--- config.mk ---
export PLATFORM = sky130hd
export DESIGN_NAME = lza_norm_seq
export DESIGN_NICKNAME = d
export VERILOG_FILES = /design/src/rtl/lza_norm_seq.sv
export SDC_FILE = /design/constraint.sdc
export NUM_CORES = 1
export LEC_CHECK = 0
export CORE_UTILIZATION = 40
export CTS_BUF_LIST = sky130_fd_sc_hd__clkbuf_2
export CTS_CLUSTER_DIAMETER = 50
export DETAILED_ROUTE_END_ITERATION = 16
export HOLD_SLACK_MARGIN = 0.1
export PLACE_DENSITY = 0.71
export SYNTH_ARGS = -nofsm -noshare
export SYNTH_HDL_FRONTEND = slang
export SYNTH_SLANG_ARGS = --single-unit
--- constraint.sdc ---
create_clock -name clk -period 7.6 [get_ports clk]
set_input_delay 1.9 -clock clk [delete_from_list [all_inputs] [get_ports clk]]
set_output_delay 1.9 -clock clk [all_outputs]
set_load 0.1 [all_outputs]
--- src/rtl/lza_norm_seq.sv ---
// Sequential leading-zero normalizer: scans the operand one byte at a time
// (MSB byte first) with a single 8-bit leading-zero counter, then left-shifts
// the captured operand by the accumulated count in a single SHIFT cycle.
module lza_norm_seq #(
   parameter int unsigned WIDTH = 32,
   parameter int unsigned CW    = 6
) (
   input  logic             clk,
   input  logic             rst_n,
   input  logic             flush,
   input  logic             in_valid,
   output logic             in_ready,
   input  logic [WIDTH-1:0] in_mant,
   output logic             out_valid,
   input  logic             out_ready,
   output logic [WIDTH-1:0] out_mant,
   output logic [CW-1:0]    out_cnt,
   output logic             out_zero,
   output logic             busy
);

   localparam int unsigned NB = WIDTH / 8;
   localparam int unsigned IW = (NB > 1) ? $clog2(NB) : 1;

   localparam logic [1:0] StIdle  = 2'd0;
   localparam logic [1:0] StScan  = 2'd1;
   localparam logic [1:0] StShift = 2'd2;
   localparam logic [1:0] StDone  = 2'd3;

   logic [1:0]       state_q, state_d;
   logic [WIDTH-1:0] operand_q, operand_d;
   logic [IW-1:0]    idx_q, idx_d;
   logic [CW-1:0]    acc_q, acc_d;
   logic [WIDTH-1:0] out_mant_q, out_mant_d;
   logic [CW-1:0]    out_cnt_q, out_cnt_d;
   logic             out_zero_q, out_zero_d;

   logic [WIDTH-1:0] byte_aligned;
   logic [7:0]       cur_byte;
   logic [3:0]       byte_lz;
   logic             last_byte;

   // Select the byte under scan and count its leading zeros (8 when empty).
   always_comb begin
      byte_aligned = operand_q << {idx_q, 3'b000};
      cur_byte     = byte_aligned[WIDTH-1 -: 8];
      byte_lz      = 4'd8;
      // Ascending loop: the highest set bit is the last one to assign.
      for (int i = 0; i < 8; i++) begin
         if (cur_byte[i]) byte_lz = 4'(7 - i);
      end
      last_byte = (idx_q == IW'(NB - 1));
   end

   // Next-state and datapath update; flush overrides every state.
   always_comb begin
      state_d    = state_q;
      operand_d  = operand_q;
      idx_d      = idx_q;
      acc_d      = acc_q;
      out_mant_d = out_mant_q;
      out_cnt_d  = out_cnt_q;
      out_zero_d = out_zero_q;
      if (flush) begin
         state_d = StIdle;
      end else begin
         case (state_q)
            StIdle: begin
               if (in_valid) begin
                  operand_d = in_mant;
                  idx_d     = '0;
                  acc_d     = '0;
                  state_d   = StScan;
               end
            end
            StScan: begin
               if (cur_byte != 8'd0) begin
                  acc_d   = acc_q + CW'(byte_lz);
                  state_d = StShift;
               end else if (!last_byte) begin
                  acc_d = acc_q + CW'(8);
                  idx_d = idx_q + IW'(1);
               end else begin
                  out_mant_d = '0;
                  out_cnt_d  = CW'(WIDTH);
                  out_zero_d = 1'b1;
                  state_d    = StDone;
               end
            end
            StShift: begin
               out_mant_d = operand_q << acc_q;
               out_cnt_d  = acc_q;
               out_zero_d = 1'b0;
               state_d    = StDone;
            end
            default: begin
               if (out_ready) state_d = StIdle;
            end
         endcase
      end
   end

   // State and result registers with asynchronous active-low reset.
   always_ff @(posedge clk or negedge rst_n) begin
      if (!rst_n) begin
         state_q    <= StIdle;
         operand_q  <= '0;
         idx_q      <= '0;
         acc_q      <= '0;
         out_mant_q <= '0;
         out_cnt_q  <= '0;
         out_zero_q <= 1'b0;
      end else begin
         state_q    <= state_d;
         operand_q  <= operand_d;
         idx_q      <= idx_d;
         acc_q      <= acc_d;
         out_mant_q <= out_mant_d;
         out_cnt_q  <= out_cnt_d;
         out_zero_q <= out_zero_d;
      end
   end

   assign in_ready  = (state_q == StIdle);
   assign out_valid = (state_q == StDone);
   assign busy      = (state_q != StIdle);
   assign out_mant  = out_mant_q;
   assign out_cnt   = out_cnt_q;
   assign out_zero  = out_zero_q;

endmodule

==> results.py <==
metrics = {
    "outcome": {
        "status": "complete, no violations",
    },
    "worst_setup_path": {
        "crit_required_ps": 5700,
        "path_buf_inv": 3,
        "crit_path_end_kind": "output port",
        "max_stage_delay_ps": 1130,
        "cp_common_cell": "inv_1",
        "path_class": "reg -> out",
        "cp_slowest_cell": "clkdlybuf4s50_1",
        "cp-start-kind": "register",
        "path_max_fanout": 6,
        "critical_path.cell_chain": "inv_1 -> ha_1 -> inv_1 -> clkdlybuf4s50_1",
        "cp.arrival_ps": 2640,
        "cp_top_family": "buffers and inverters",
    },
    "grt": {
        "grt_pass1_vias": 4185,
        "antenna_found_initial": 0,
        "grt_pass1_wl_mm": 23.4,
        "grt-ovfl-total": 0,
        "track_usage_pct": 20.9,
        "grt_max_degree": 82,
    },
    "synthesis": {
        "synthAdderAreaFrac_pct": 2.54,
        "syn_inst": 484,
        "synth_mux_area_share_pct": 36.2,
        "synth_compound_area_share_pct": 12.5,
        "ys_warn_count": 0,
        "synth.area.top_cells": "dfrtp_1 (35%), mux4_2 (17%), mux2_2 (7.7%)",
        "synth_edf_count": 0,
        "synth_simple_gate_area_share_pct": 8.40,
        "synth_xor_area_share_pct": 0.306,
        "synth_top_family_by_area": "multiplexers",
        "synth_top_cell_area_share_pct": 35.4,
        "synth_seq_cells": 81,
        "synth-seq-area-share_pct": 35.4,
        "synth.distinct_cells": 60,
        "synth_nets": 532,
        "synth-main-ff-cell": "dfrtp_1",
        "avgSynthCellArea_um2": 11.8,
        "yosysTopAreaCell": "dfrtp_1",
        "synthArstFlopShare_pct": 100,
        "syn_area_mm2": 0.00572,
    },
    "die": {
        "pin_count": 79,
        "rows": 43,
        "dieHeight_um": 122,
        "die_w_um": 122,
        "die-area_mm2": 0.0148,
        "start_util_pct": 41.1,
        "core-area_mm2": 0.0139,
    },
    "sta": {
        "hold_ws_ps": 520,
        "drv_slew": 0,
        "post-route-min-period_ps": 4540,
        "clock_skew_ps": 43.8,
        "slew-limit-headroom_pct": 29.8,
        "finalSetupViolCount": 0,
        "fmax_ghz": 0.220,
        "setup_tns_ps": 0,
        "worst_pin_slew_ps": 1050,
        "fin_crit_sh_pct": 59.8,
        "finalHoldViolCount": 0,
        "rsz0062_at_grt": "no",
    },
    "finish": {
        "drive_above_1_share_pct": 23.4,
        "syn2layout_area_growth_pct": 17.8,
        "fillers": 1258,
        "nNetsFinal": 591,
        "antenna_cells": 0,
    },
    "clock_tree": {
        "clock_path_buffers": 2,
        "cts_root_buf": "clkbuf_2",
        "clkTransAtPathRegs_ps": 210,
        "cts_sinks": 81,
        "clk_latency_ps": 610,
        "postCtsSetupRepairBufs": 0,
        "post_cts_resized": 0,
        "htreeDepth": 3,
        "holdBufCountCts": 0,
        "cts_tree": "yes",
        "numCtsBuffers": 9,
    },
    "place": {
        "hpwlAfterDp_mm": 10.5,
        "place_congestion": 0.941,
        "place.port_buffers": 78,
    },
    "min_path": {
        "hp-class": "reg -> reg",
    },
    "detailed_routing": {
        "drtAntennaViolNets": 0,
        "num_vias": 4410,
        "drtPass1Iterations": 5,
        "vias_per_cell": 6.06,
        "wirelength_mm": 14.7,
        "drc_errors": 0,
        "routedWlPerCell_um": 20.2,
        "drt_first_iter_violations": 379,
    },
    "power": {
        "power_leakage_nw": 2.81,
        "powerDensity_mw_per_mm2": 457,
        "peakVddDrop_mv": 0.194,
    },
    "flow_run": {
        "drv_cap": 0,
    },
}
flip-flops by register name, indices dropped and copies added, names as in the netlist:
name / cells
acc_q: 6
idx_q: 2
operand_q: 32
out_cnt: 6
out_mant: 32
out_zero: 1
state_q: 2
cell type report:
type / count / area, um^2 / share of cell area, %
Clock buffer: 11 / 55.1 / 0.817
Clock inverter: 5 / 80.1 / 1.19
Inverter: 25 / 98.8 / 1.47
Multi-Input combinational cell: 343 / 3440 / 51.0
Sequential cell: 81 / 2030 / 30.1
Tap cell: 180 / 225 / 3.34
Timing Repair Buffer: 83 / 816 / 12.1
cells in the final DEF (no fill, tap or decap), types with 4 or more instances in the layout:
master	synthesis	routed
a21oi_1	19	19
mux2_2	39	39
a32o_1	4	4
buf_4	1	6
o21ai_0	11	11
mux4_2	44	44
nand2b_1	11	11
clkdlybuf4s50_1	0	77
dfrtp_1	81	80
mux2_4	14	14
and3_1	5	5
a22o_1	6	6
nand3_1	4	4
a22oi_1	9	9
ha_1	10	10
o2bb2ai_1	9	9
nand2_1	31	31
nor2b_1	5	5
nor2_1	21	21
clkbuf_2	0	11
inv_1	23	23
mux2i_1	43	43
nor3_1	5	5
a21o_1	4	4
worst paths after layout:
path / startpoint / end / slack [ps] / cells after the start
min in group asynchronous: rst_n / operand_q[15] / 1420 / 1
max in group asynchronous: rst_n / out_mant[29] / 5450 / 1
worst min-delay path: out_mant[19] / out_mant[19] / 520 / 1
worst min register to register: out_mant[19] / out_mant[19] / 520 / 1
worst max-delay path: state_q[0] / busy / 3060 / 4
worst max register to register: idx_q[0] / acc_q[4] / 4160 / 13
cells in the mapped netlist (all sizes together), types with 5 or more instances:
cell type,count
a21oi,20
a22o,6
a22oi,9
and3,5
buf,15
clkbuf,20
dfrtp,81
ha,10
inv,23
mux2,53
mux2i,43
mux4,44
nand2,32
nand2b,11
nor2,21
nor2b,5
nor3,5
o21ai,13
o2bb2ai,9
per-layer routing:
metal	part of all wire, %	track usage [%]	vias to the layer above	routed length, um
met5	0	0	-	0
met4	2.4	7.64	0	354
met3	8.3	3.98	31	1220
met2	46	31.9	226	6730
met1	43	29.7	2181	6380
li1	-	-	1972	-
through the flow:
stage               total power [W]  setup WS (ps)  util, %  instances  cell area (um^2)
floorplan                   0.00229           3650        -        484              5720
global placement            0.00276           3810     47.4        712              6610
detailed placement          0.00280           3720     47.4        712              6610
CTS                         0.00307           3030     48.4        728              6740
global route                0.00323           2940     48.4        728              6740
finish                      0.00308           3060     48.4        728              6740
power by group:
group          switching, W  internal [W]  leakage (nW)  total [W]
clock network      0.000156      0.000111        0.0782   0.000267
registers          0.000254      0.000589          1.04   0.000843
logic               0.00120      0.000773          1.69    0.00197
total               0.00160       0.00147          2.81    0.00308
worst register-to-register path, cell delays in order, from the launching register on:
cell      delay [ps]
dfrtp_1          740
mux4_2           630
nand2b_1         170
a21oi_1          160
o21bai_1          80
a21oi_1          180
ha_1             190
inv_1             60
fa_1             400
nor2b_1          110
o21ai_0          110
a221oi_1         310
a31oi_1           80
o32ai_1          120
kinds of logic (layout without fill, tap and decap cells):
kind of cell	count (synthesis)	in the layout
compound gates	98	98
fa+ha+maj	11	11
buf+inv	60	124
mux	140	140
xor+xnor	2	2
flops	81	81
simple gates	92	92
No activity file was read; power rests on OpenSTA's default activity.
